## src/rtl/debounce_sync.sv

```systemverilog
// -----------------------------------------------------------------------------
// debounce_sync
//
// Turns a raw, possibly bouncing pushbutton/switch pin into a clean level for
// the downstream gate stages. The pin is first brought into the clk domain
// through a SYNC_STAGES-deep flop chain. A four-state FSM then accepts a new
// level only after STABLE_CYCLES consecutive synchronised samples of that
// level. Each accepted edge produces a one-cycle rise or fall pulse, and every
// accepted press advances a wrapping press counter.
//
// Parameters
//   SYNC_STAGES   synchroniser depth on btn_in (>= 2)
//   STABLE_CYCLES consecutive samples needed to accept a level (2 .. 2^CNT_W-1)
//   CNT_W         stability counter width
//   PCNT_W        press_count width
//
// Ports
//   clk          system clock, rising edge
//   rst_n        synchronous active-low reset
//   btn_in       raw asynchronous pin
//   btn_clean    debounced level
//   rise_pulse   one-cycle pulse when btn_clean goes 0->1
//   fall_pulse   one-cycle pulse when btn_clean goes 1->0
//   busy         high while a candidate change is being qualified
//   press_count  number of accepted rising edges, wraps silently
// -----------------------------------------------------------------------------
module debounce_sync #(
    parameter int SYNC_STAGES   = 2,
    parameter int STABLE_CYCLES = 50000,
    parameter int CNT_W         = 16,
    parameter int PCNT_W        = 8
) (
    input  logic              clk,
    input  logic              rst_n,
    input  logic              btn_in,
    output logic              btn_clean,
    output logic              rise_pulse,
    output logic              fall_pulse,
    output logic              busy,
    output logic [PCNT_W-1:0] press_count
);

    typedef enum logic [1:0] {
        IDLE_LOW  = 2'd0,
        WAIT_HIGH = 2'd1,
        IDLE_HIGH = 2'd2,
        WAIT_LOW  = 2'd3
    } state_t;

    // Terminal count: reaching it while the sample still agrees means this
    // edge takes the STABLE_CYCLES-th consecutive sample.
    localparam logic [CNT_W-1:0] CNT_LAST = CNT_W'(STABLE_CYCLES - 1);

    logic [SYNC_STAGES-1:0] sync_q;
    logic                   btn_s;

    state_t                 state, state_next;
    logic [CNT_W-1:0]       cnt, cnt_next;
    logic                   clean_next;
    logic                   rise_next;
    logic                   fall_next;
    logic [PCNT_W-1:0]      pcnt_next;

    // ---- stage: synchroniser chain --------------------------------------
    always_ff @(posedge clk) begin
        if (!rst_n) begin
            sync_q <= '0;
        end else begin
            sync_q <= {sync_q[SYNC_STAGES-2:0], btn_in};
        end
    end

    assign btn_s = sync_q[SYNC_STAGES-1];

    // ---- stage: qualification FSM, next-state logic -----------------------
    always_comb begin
        state_next = state;
        cnt_next   = cnt;
        clean_next = btn_clean;
        rise_next  = 1'b0;
        fall_next  = 1'b0;
        pcnt_next  = press_count;

        case (state)
            IDLE_LOW: begin
                if (btn_s) begin
                    state_next = WAIT_HIGH;
                    cnt_next   = CNT_W'(1);
                end else begin
                    cnt_next   = '0;
                end
            end

            WAIT_HIGH: begin
                if (!btn_s) begin
                    // Bounce: drop the candidate, output untouched.
                    state_next = IDLE_LOW;
                    cnt_next   = '0;
                end else if (cnt == CNT_LAST) begin
                    state_next = IDLE_HIGH;
                    clean_next = 1'b1;
                    rise_next  = 1'b1;
                    pcnt_next  = press_count + PCNT_W'(1);
                    cnt_next   = '0;
                end else begin
                    cnt_next   = cnt + CNT_W'(1);
                end
            end

            IDLE_HIGH: begin
                if (!btn_s) begin
                    state_next = WAIT_LOW;
                    cnt_next   = CNT_W'(1);
                end else begin
                    cnt_next   = '0;
                end
            end

            WAIT_LOW: begin
                if (btn_s) begin
                    state_next = IDLE_HIGH;
                    cnt_next   = '0;
                end else if (cnt == CNT_LAST) begin
                    state_next = IDLE_LOW;
                    clean_next = 1'b0;
                    fall_next  = 1'b1;
                    cnt_next   = '0;
                end else begin
                    cnt_next   = cnt + CNT_W'(1);
                end
            end

            default: begin
                state_next = IDLE_LOW;
                cnt_next   = '0;
            end
        endcase
    end

    // ---- stage: FSM state and registered outputs --------------------------
    always_ff @(posedge clk) begin
        if (!rst_n) begin
            state       <= IDLE_LOW;
            cnt         <= '0;
            btn_clean   <= 1'b0;
            rise_pulse  <= 1'b0;
            fall_pulse  <= 1'b0;
            press_count <= '0;
        end else begin
            state       <= state_next;
            cnt         <= cnt_next;
            btn_clean   <= clean_next;
            rise_pulse  <= rise_next;
            fall_pulse  <= fall_next;
            press_count <= pcnt_next;
        end
    end

    // Pure decode of the state register, so no path from btn_in.
    assign busy = (state == WAIT_HIGH) || (state == WAIT_LOW);

endmodule
```

## config.mk

```make
export PLATFORM = sky130hd
export DESIGN_NAME = debounce_sync
export DESIGN_NICKNAME = d
export VERILOG_FILES = /design/src/rtl/debounce_sync.sv
export SDC_FILE = /design/constraint.sdc
export NUM_CORES = 1
export LEC_CHECK = 0
export BUFFER_PORTS_ARGS = -buffer_cell sky130_fd_sc_hd__buf_4
export CAP_MARGIN = 20
export CORE_MARGIN = 2
export CORE_UTILIZATION = 30
export DETAILED_ROUTE_END_ITERATION = 7
export PLACE_DENSITY_LB_ADDON = 0.3
export SLEW_MARGIN = 40
export SYNTH_ARGS = -nofsm -noshare
export SYNTH_HDL_FRONTEND = slang
export SYNTH_SLANG_ARGS = --single-unit
```

## constraint.sdc

```tcl
create_clock -name clk -period 1.8 [get_ports clk]
set_input_delay 0.18 -clock clk [delete_from_list [all_inputs] [get_ports clk]]
set_output_delay 0.18 -clock clk [all_outputs]
set_load 0.005 [all_outputs]
```

==> run_results.csv, run 1 <==
group,metric,value,unit
status,outcome,"finished clean",
clock_network,hold_buffers,0,
routing,vias,1230,
power_and_ir_drop,clock_power_share,42.1,%
power_and_ir_drop,combPwrFrac,2.2,%
grt,grt_pass1_wl,5020,um
cells_and_area,antenna_cells,0,
cells_and_area,drive_gt1_share,25.1,%
routing,drtIter0Drc,71,
clock_network,clock-sinks,31,
sta,fin_crit_sh,94.6,%
cells_and_area,area_growth,28.2,%
floorplanning,start_util,31.7,%
worst_setup_path,critPathKind,"reg -> reg",
routing,drc_errors,0,
sta,fin_crit,1700,ps
logic_synthesis,synth-seq-area-share,44.4,%
floorplanning,dieArea,5220,um2
worst_setup_path,reg2reg_to,"press_count[5]$_SDFFE_PN0P_",
clock_network,path_clk_slew,70,ps
clock_network,ctsLongestPathBuffers,2,
clock_network,cts_buffers,5,
hold_path,hold_path_class,"in -> reg",
job,cap_violations,0,
worst_setup_path,cp-start-kind,"flop",
placement,io_buffers,14,
cells_and_area,nets,195,
floorplanning,fp.dieH,72.3,um
power_and_ir_drop,peakVddDrop,544,uV
logic_synthesis,synth_area,1400,um2
power_and_ir_drop,seqPwrFrac,55.8,%
routing,dr.pass1.iters,4,
power_and_ir_drop,p_leak,0.675,nW
worst_setup_path,reg2regPathDepth,6,
sta,fin_setup_tns,0,ps
sta,hold_viol_final,0,
worst_setup_path,crit_required,2010,ps
logic_synthesis,synthDistinctLibCells,33,
clock_network,worstSkewPairLatency,280,ps
logic_synthesis,synth_edf_count,0,
floorplanning,die_width,72.3,um
hold_path,min-delay-start,"btn_in",
logic_synthesis,ys_seq_elements,31,
sta,setup_viol,0,
worst_setup_path,worstSetupEndpointType,"flop",
routing,wire_per_inst,12.1,um
logic_synthesis,syn_nets,161,
power_and_ir_drop,swShare,22.5,%
placement,place_hpwl,2130,um
worst_setup_path,reg2reg_from,"cnt[1]$_SDFF_PN0_",
floorplanning,core_area,4410,um2
sta,tightest_slew,393,ps
logic_synthesis,syn_area_per_cell,8.96,um2
clock_network,cts_tree,"built",
worst_setup_path,critPathLaunch,"cnt[1]$_SDFF_PN0_",
floorplanning,row_count,24,
routing,wirelength,2940,um
power_and_ir_drop,netSwitchingPower,0.280,mW
placement,gp_congestion,0.845,
grt,track_usage,11.9,%
worst_setup_path,critPathArrivalTime,1910,ps
grt,antenna_found_initial,0,
sta,drv_slew,0,
logic_synthesis,synth_warnings,0,
sta,skew,3.74,ps
clock_network,htree_levels,2,
worst_setup_path,crit_end,"press_count[5]$_SDFFE_PN0P_",
routing,vias_per_cell,5.06,
worst_setup_path,critPathMaxFanout,12,
logic_synthesis,synth_top_area_share,44.4,%
placement,dpl-instance-area,1680,um2
floorplanning,ios,15,
worst_setup_path,r2r_slack,100,ps
power_and_ir_drop,power.internal,0.967,mW
grt,grt_max_degree,20,
cells_and_area,final_area,1790,um2
routing,ant_nets,0,
grt,overflow,0,
logic_synthesis,synth_top_flop_cell,"dfxtp_1",
clock_network,cts-root-buf,"clkbuf_8",
logic_synthesis,netlist_instances,156,
sta,slew_headroom,73.5,%
logic_synthesis,synthArstFlopShare,0,%
power_and_ir_drop,powerDensity,696,nW/um2
grt,grt_pass1_vias,1159,
cells_and_area,stdcell_count,243,
logic_synthesis,synth_area_leaders,"dfxtp_1, nor2_1, xnor2_1, xor2_1, nand4_1",
cells_and_area,fillCellCount,461,
placement,place.detailed.instances,233,
hold_path,hold_depth,2,
logic_synthesis,synth_top_cell_by_area,"dfxtp_1",
sta,fmax,587,MHz
## power by group through the flow
stage | Combinational [mW] | Clock [mW] | Sequential (mW)
floorplan | 0.0151 | 0 | 0.710
global placement | 0.0262 | 0 | 0.711
detailed placement | 0.0266 | 0 | 0.711
CTS | 0.0269 | 0.538 | 0.695
global route | 0.0296 | 0.573 | 0.696
finish | 0.0269 | 0.525 | 0.696
## logic make-up after synthesis
kind of cell / after synthesis / synth area share, %
flops: 31 / 44.4
xor+xnor: 14 / 8.77
mux: 1 / 0.716
simple gates: 78 / 32.3
buf+inv: 11 / 3.67
fa+ha+maj: 2 / 1.79
compound gates: 19 / 8.33
## cell type report
| cell class | instances | area (um2) | share of cell area, % |
|---|---|---|---|
| sequential | 31 | 622 | 34.7 |
| clock inverter | 3 | 15.0 | 0.838 |
| inverter | 4 | 15.0 | 0.838 |
| tap | 52 | 65.1 | 3.63 |
| timing repair buffer | 34 | 268 | 14.9 |
| clock buffer | 5 | 68.8 | 3.84 |
| multi-input combinational | 114 | 738 | 41.2 |
## metrics by stage
step / hold slack, ps / total power, mW / setup WS [ps] / utilization, %
after detailed placement: 393 / 0.738 / 63.0 / 38.0
after global routing: 119 / 1.30 / -10.3 / 40.6
after floorplan: 307 / 0.725 / 182 / -
after global placement: 392 / 0.737 / 122 / 38.0
final: 112 / 1.25 / 96.6 / 40.6
after CTS: 106 / 1.26 / 37.4 / 39.9
## worst max-delay path: stages (launching register included)
cell,delay [ps]
dfxtp_1,330
ha_1,160
and4_1,210
nand4_2,130
buf_12,170
or4_1,490
a21oi_2,150
## synthesized netlist by cell type, types with 3 or more instances
cell type / count
xnor2_1: 7
inv_1: 3
dfxtp_1: 31
nor2_1: 17
o31ai_1: 5
or4_1: 7
and3_1: 3
clkbuf_1: 4
a21oi_1: 7
nand2_1: 12
o211ai_1: 3
xor2_1: 7
nand3_1: 9
o21ai_0: 3
nor4_1: 3
and2_1: 4
nand4_1: 9
## how the worst min path moves through the flow
stage	end	slack [ps]
6_report	sync_q[0]$_SDFF_PN0_	110
5_1_grt	sync_q[0]$_SDFF_PN0_	120
4_1_cts	sync_q[0]$_SDFF_PN0_	110
3_5_place_dp	sync_q[0]$_SDFF_PN0_	390
3_3_place_gp	sync_q[0]$_SDFF_PN0_	390
2_1_floorplan	sync_q[0]$_SDFF_PN0_	310
## metal layers
layer	track usage [%]	part of all wire [%]
met5	0	0
met4	3.14	0.58
met3	3.47	3.9
met2	19.4	46
met1	15.5	50
## repair_timing
| item | in CTS | in global routing |
|---|---|---|
| gates resized for setup | 0 | 3 |
| buffers inserted | 0 | 2 |
| setup endpoints to repair | 0 | 4 |
## placed cells by master, fill, tap and decap left out, types with 4 or more instances in the layout
master	netlist	routed
or4_1	7	7
nand2_1	12	12
nor2_1	17	17
nand4_1	9	9
o31ai_1	5	5
clkbuf_8	0	5
xnor2_1	7	7
nand3_1	9	9
buf_4	0	33
and2_1	4	4
dfxtp_1	31	30
xor2_1	7	7
a21oi_1	7	6
## sequential cells by signal, indices dropped and copies added (netlist names), named ones only
name,cells
btn_clean,1
sync_q,2
press_count,8
state,1
rise_pulse,1
cnt,16
fall_pulse,1
Power figures use the tool's default switching activity.
==> run 2: changes to the inputs <==
--- a/config.mk
+++ b/config.mk
@@ -10,7 +10,6 @@
 export CORE_MARGIN = 2
 export CORE_UTILIZATION = 30
 export DETAILED_ROUTE_END_ITERATION = 7
-export PLACE_DENSITY_LB_ADDON = 0.3
 export SLEW_MARGIN = 40
 export SYNTH_ARGS = -nofsm -noshare
 export SYNTH_HDL_FRONTEND = slang
==> run 2 against run 1 <==
Net effect:
- wire length shrank 2.9%
- clock power grew 5.1%
- global-route usage is 0.11 points lower
- critical endpoint unchanged
- highest routed layer unchanged
==> run_results.csv, run 2 (synthesized netlist as in run 1, its figures left out) <==
group,metric,value,unit
sta,rsz0062_at_grt,"false",
worst_setup_path,critPathMaxFanout,8,
worst_setup_path,cp_cell_sequence,"nor4b_4 -> nand4_2 -> buf_8 -> or4_1 -> a21oi_1",
worst_setup_path,reg2reg_to,"press_count[5]$_SDFFE_PN0P_",
cells_and_area,stdcell_count,240,
hold_path,hold_depth,2,
cells_and_area,regMostFlops,"cnt",
cells_and_area,final_common_cell,"dfxtp_1",
sta,setup_viol,0,
clock_network,hold_buffers,0,
sta,fin_setup_tns,0,ps
cells_and_area,drive_gt1_share,23.4,%
clock_network,cts_tree,"built",
routing,ant_nets,0,
grt,grt_pass1_vias,1010,
sta,fin_crit,1680,ps
cells_and_area,layout_common_cells,"dfxtp_1, buf_4, nor2_1, nand2_1",
worst_setup_path,cp_slowest_cell,"or4_1",
routing,drc_errors,0,
worst_setup_path,r2r_slack,120,ps
worst_setup_path,reg2reg_from,"cnt[7]$_SDFF_PN0_",
grt,antenna_found_initial,0,
worst_setup_path,critPathKind,"reg -> reg",
routing,wire_per_inst,11.9,um
routing,drtIter0Drc,61,
floorplanning,row_count,24,
floorplanning,dieArea,5220,um2
clock_network,ctsLongestPathBuffers,2,
sta,fmax,595,MHz
worst_setup_path,crit_required,2010,ps
sta,tightest_slew,315,ps
power_and_ir_drop,peakVddDrop,487,uV
grt,grt_pass1_wl,4720,um
sta,slew_headroom,78.9,%
clock_network,path_clk_slew,70,ps
routing,wirelength,2850,um
floorplanning,start_util,31.7,%
worst_setup_path,cp-start-kind,"flop",
worst_setup_path,slowest_delay,470,ps
hold_path,hold_path_class,"in -> reg",
clock_network,cts_buffers,5,
cells_and_area,biggestRegsByFlops,"cnt (16), press_count (8), sync_q (2)",
grt,overflow,0,
floorplanning,die_width,72.3,um
cells_and_area,largest_reg_flops,16,
placement,io_buffers,14,
worst_setup_path,critPathArrivalTime,1890,ps
status,outcome,"finished clean",
power_and_ir_drop,powerDensity,706,nW/um2
sta,hold_viol_final,0,
worst_setup_path,worstSetupEndpointType,"flop",
hold_path,worstHoldEndpoint,"sync_q[0]$_SDFF_PN0_",
floorplanning,fp.dieH,72.3,um
grt,track_usage,11.8,%
routing,dr.pass1.iters,4,
cells_and_area,antenna_cells,0,
clock_network,htree_levels,2,
sta,hold_slack,107,ps
sta,fin_crit_sh,93.4,%
job,cap_violations,0,
placement,place_hpwl,1940,um
clock_network,clock-sinks,31,
clock_network,cts-root-buf,"clkbuf_8",
power_and_ir_drop,p_leak,0.674,nW
hold_path,min-delay-start,"btn_in",
clock_network,worstSkewPairLatency,280,ps
placement,gp_congestion,0.780,
floorplanning,ios,15,
placement,place.detailed.instances,229,
worst_setup_path,reg2regPathDepth,5,
grt,grt_max_degree,20,
routing,vias,1193,
floorplanning,core_area,4410,um2
cells_and_area,area_growth,29.1,%
routing,vias_per_cell,4.97,
cells_and_area,nets,193,
sta,skew,4.08,ps
sta,drv_slew,0,
==> run 2: changes by cell type in the layout (fill, tap and decap cells not counted) <==
cell and change:
dfxtp_1 +1, buf_8 +1, clkbuf_8 +1, dfxtp_2 -1, buf_4 -4, clkbuf_16 +1
clkinv_2 -2
==> run 2: power by group <==
part	internal, mW	switching [mW]	leakage [nW]	total, mW
registers	0.691	0.00420	0.250	0.696
clock network	0.300	0.253	0.0470	0.552
logic	0.0116	0.0148	0.376	0.0264
total	1.00	0.272	0.674	1.27
==> run 2: cell type report <==
| cell class | instances | area (um2) |
|---|---|---|
| clock buffer | 6 | 82.6 |
| clock inverter | 1 | 5.00 |
| multi-input combinational | 114 | 738 |
| inverter | 4 | 15.0 |
| fill | 435 | 2610 |
| tap | 52 | 65.1 |
| timing repair buffer | 32 | 278 |
| sequential | 31 | 621 |
==> run 2: worst max-delay path by stage <==
stage / start / to / slack, ps / cells after the start
3_3_place_gp: cnt[0]$_SDFF_PN0_ / press_count[7]$_SDFFE_PN0P_ / 120 / 6
5_1_grt: cnt[7]$_SDFF_PN0_ / press_count[4]$_SDFFE_PN0P_ / 20 / 5
2_1_floorplan: cnt[0]$_SDFF_PN0_ / press_count[4]$_SDFFE_PN0P_ / 180 / 5
6_report: cnt[7]$_SDFF_PN0_ / press_count[5]$_SDFFE_PN0P_ / 120 / 5
4_1_cts: cnt[11]$_SDFF_PN0_ / press_count[4]$_SDFFE_PN0P_ / 80 / 5
3_5_place_dp: cnt[0]$_SDFF_PN0_ / press_count[4]$_SDFFE_PN0P_ / 100 / 6
==> run 2: worst max-delay path, delay by kind of cell (launching register included) <==
family                 cells  cell delay, ps
buffers and inverters      1             160
flip-flops                 1             330
AND/OR/NAND/NOR            3             990
AO/OA/AOI/OAI              1             140
==> run 2: per-stage QoR <==
step | cell area [um2] | util [%] | power [mW] | worst slack (ps)
2_1_floorplan | 1400 | - | 0.725 | 182
3_3_place_gp | 1650 | 37.4 | 0.738 | 124
3_5_place_dp | 1650 | 37.4 | 0.738 | 96.8
4_1_cts | 1740 | 39.3 | 1.29 | 83.8
5_1_grt | 1800 | 40.9 | 1.33 | 16.4
6_report | 1800 | 40.9 | 1.27 | 118
==> run 2: what timing repair did <==
action                                  4_1_cts  5_1_grt
resized for setup                             0        4
endpoints found under the setup margin        0        2
endpoints found under the hold margin         0        0
buffers inserted                              0        3
==> run 2: routing by layer <==
| metal | wire length [um] | track usage [%] | vias to the layer above |
|---|---|---|---|
| met2 | 1280 | 17.3 | 16 |
| met3 | 89 | 3.33 | 5 |
| met1 | 1430 | 15.8 | 543 |
| li1 | - | - | 629 |
| met4 | 51 | 6.08 | 0 |
| met5 | 0 | 0 | - |
==> run 3: changes to the inputs <==
--- a/config.mk
+++ b/config.mk
@@ -5,6 +5,7 @@
 export SDC_FILE = /design/constraint.sdc
 export NUM_CORES = 1
 export LEC_CHECK = 0
+export ABC_AREA = 1
 export BUFFER_PORTS_ARGS = -buffer_cell sky130_fd_sc_hd__buf_4
 export CAP_MARGIN = 20
 export CORE_MARGIN = 2
==> run 3 against run 2 <==
Net effect:
- sequential power is 2% higher
- clock power grew 11%
- first-iteration DRC count down 4.9%
- core utilization down 4.1 points
- hold slack got worse by 34 ps
- largest cell class unchanged
- clock skew grew 3.9 ps
- via count up 22%
- area after synthesis increased by 17%
- largest power group unchanged
==> run_results.csv, run 3 <==
group,metric,value,unit
grt,grt_pass1_wl,5930,um
clock_network,hold_buffers,0,
logic_synthesis,synth_edf_count,0,
cells_and_area,antenna_cells,0,
routing,drc_errors,0,
power_and_ir_drop,p_leak,0.806,nW
floorplanning,fp.dieH,77.7,um
worst_setup_path,critPathKind,"reg -> reg",
routing,wirelength,3390,um
clock_network,cts-root-buf,"clkbuf_8",
worst_setup_path,r2r_slack,290,ps
cells_and_area,drive_gt1_share,16.0,%
floorplanning,ios,15,
logic_synthesis,synth_area_leaders,"dfxtp_1, nand2_1, nor2_1, nand3_1, inv_1",
clock_network,cts_tree,"built",
routing,met3_length,112,um
sta,skew,7.98,ps
grt,antenna_found_initial,0,
status,outcome,"finished clean",
power_and_ir_drop,combPwrFrac,6.2,%
power_and_ir_drop,peakVddDrop,279,uV
placement,place_hpwl,2560,um
sta,fin_setup_tns,0,ps
logic_synthesis,ys_seq_elements,31,
routing,highest_layer,"met4",
power_and_ir_drop,report.power.total,1.41,mW
worst_setup_path,critPathArrivalTime,1690,ps
grt,overflow,0,
sta,setup_viol,0,
clock_network,cts_buffers,5,
floorplanning,dieArea,6040,um2
sta,fmax,663,MHz
job,cap_violations,0,
grt,grt_max_degree,16,
cells_and_area,final_area,1900,um2
logic_synthesis,synth_top_flop_cell,"dfxtp_1",
worst_setup_path,crit_required,1980,ps
routing,vias,1455,
logic_synthesis,synthDistinctLibCells,31,
logic_synthesis,syn_area_per_cell,6.84,um2
cells_and_area,area_growth,16.9,%
power_and_ir_drop,clock_power_share,43.4,%
grt,track_usage,12.6,%
clock_network,clock-sinks,31,
hold_path,hold_path_class,"in -> reg",
logic_synthesis,netlist_instances,238,
clock_network,post-cts-setup-buffers,0,
clock_network,ctsLongestPathBuffers,2,
routing,route.met2.wl,1540,um
sta,slew_headroom,67.7,%
worst_setup_path,worstSetupEndpointType,"flop",
routing,wire_per_inst,10.4,um
power_and_ir_drop,power.internal,1.08,mW
power_and_ir_drop,swShare,23.9,%
sta,rsz0062_at_grt,"false",
logic_synthesis,syn_nets,243,
power_and_ir_drop,powerDensity,743,nW/um2
routing,ant_nets,0,
power_and_ir_drop,seqPwrFrac,50.4,%
logic_synthesis,synth_warnings,0,
cells_and_area,layout_common_cells,"nand2_1, nor2_1, dfxtp_1, inv_1, nand3_1",
routing,drt-met1-wl,1680,um
cells_and_area,largest_reg_flops,16,
cells_and_area,regMostFlops,"cnt",
logic_synthesis,synth_top_cells_by_count,"nand2_1, nor2_1, dfxtp_1",
placement,gp_congestion,0.836,
sta,fin_crit,1510,ps
clock_network,htree_levels,2,
routing,vias_per_cell,4.45,
logic_synthesis,synthArstFlopShare,0,%
logic_synthesis,synth_area,1630,um2
floorplanning,die_width,77.7,um
clock_network,path_clk_slew,60,ps
grt,grt_pass1_vias,1313,
clock_network,cts_resized,0,
sta,fin_crit_sh,83.8,%
cells_and_area,nets,261,
power_and_ir_drop,netSwitchingPower,0.338,mW
floorplanning,core_area,5170,um2
logic_synthesis,synth_top_area_share,38.1,%
sta,tightest_slew,482,ps
routing,dr.pass1.iters,4,
placement,dpl-instance-area,1800,um2
logic_synthesis,synth_top_cell_by_area,"dfxtp_1",
worst_setup_path,cp-start-kind,"flop",
worst_setup_path,critPathMaxFanout,9,
sta,hold_slack,73.6,ps
cells_and_area,biggestRegsByFlops,"cnt (16), press_count (8), sync_q (2)",
routing,drtIter0Drc,58,
floorplanning,row_count,26,
clock_network,worstSkewPairLatency,290,ps
sta,hold_viol_final,0,
floorplanning,start_util,31.5,%
logic_synthesis,synth-seq-area-share,38.1,%
placement,io_buffers,14,
sta,drv_slew,0,
==> run 3: power groups by stage <==
stage / sequential, mW / combinational, mW / clock [mW]
6_report: 0.713 / 0.0877 / 0.613
5_1_grt: 0.716 / 0.0999 / 0.669
4_1_cts: 0.713 / 0.0887 / 0.633
3_5_place_dp: 0.729 / 0.0880 / 0
3_3_place_gp: 0.729 / 0.0889 / 0
2_1_floorplan: 0.725 / 0.0706 / 0
==> run 3: metrics by stage <==
step	utilization (%)	std cells	setup slack [ps]
finish	36.8	327	292
global route	36.8	327	109
detailed placement	34.9	319	289
CTS	36.8	327	284
global placement	34.9	319	319
floorplan	-	238	458
==> run 3: logic make-up after synthesis <==
| family | Yosys count | synth area share (%) |
|---|---|---|
| AO/OA/AOI/OAI | 20 | 6.91 |
| XOR/XNOR | 4 | 2.15 |
| adder cells (fa/ha/maj) | 2 | 1.54 |
| buffers and inverters | 37 | 9.29 |
| flip-flops | 31 | 38.1 |
| AND/OR/NAND/NOR | 144 | 42.0 |
==> run 3: layout make-up <==
cell class | instances | area, um2
clock buffer | 8 | 100
fill | 551 | 3270
inverter | 34 | 134
multi-input combinational | 170 | 857
sequential | 31 | 621
tap | 70 | 87.6
timing repair buffer | 14 | 105
==> run 3: critical path, stage by stage, from the launching register on <==
cell and delay, ps:
dfxtp_1 350, ha_1 210, nand3_2 140, nor2_1 200, nand2_1 140, nand2_4 120
inv_6 60, nand2_4 120, nor2_1 60
==> run 3: routing by layer <==
metal,vias to the layer above,GRT usage (%)
met5,-,0
met4,0,6.43
met3,4,3.60
met2,21,19.3
met1,644,16.0
li1,786,-
==> run 3: path summary, 6_finish.rpt <==
path / start / endpoint / cells after the start
worst max-delay path: cnt[0]$_SDFF_PN0_ / cnt[3]$_SDFF_PN0_ / 8
worst min-delay path: btn_in / sync_q[0]$_SDFF_PN0_ / 3
worst max register to register: cnt[0]$_SDFF_PN0_ / cnt[3]$_SDFF_PN0_ / 8
worst min register to register: sync_q[0]$_SDFF_PN0_ / sync_q[1]$_SDFF_PN0_ / 2
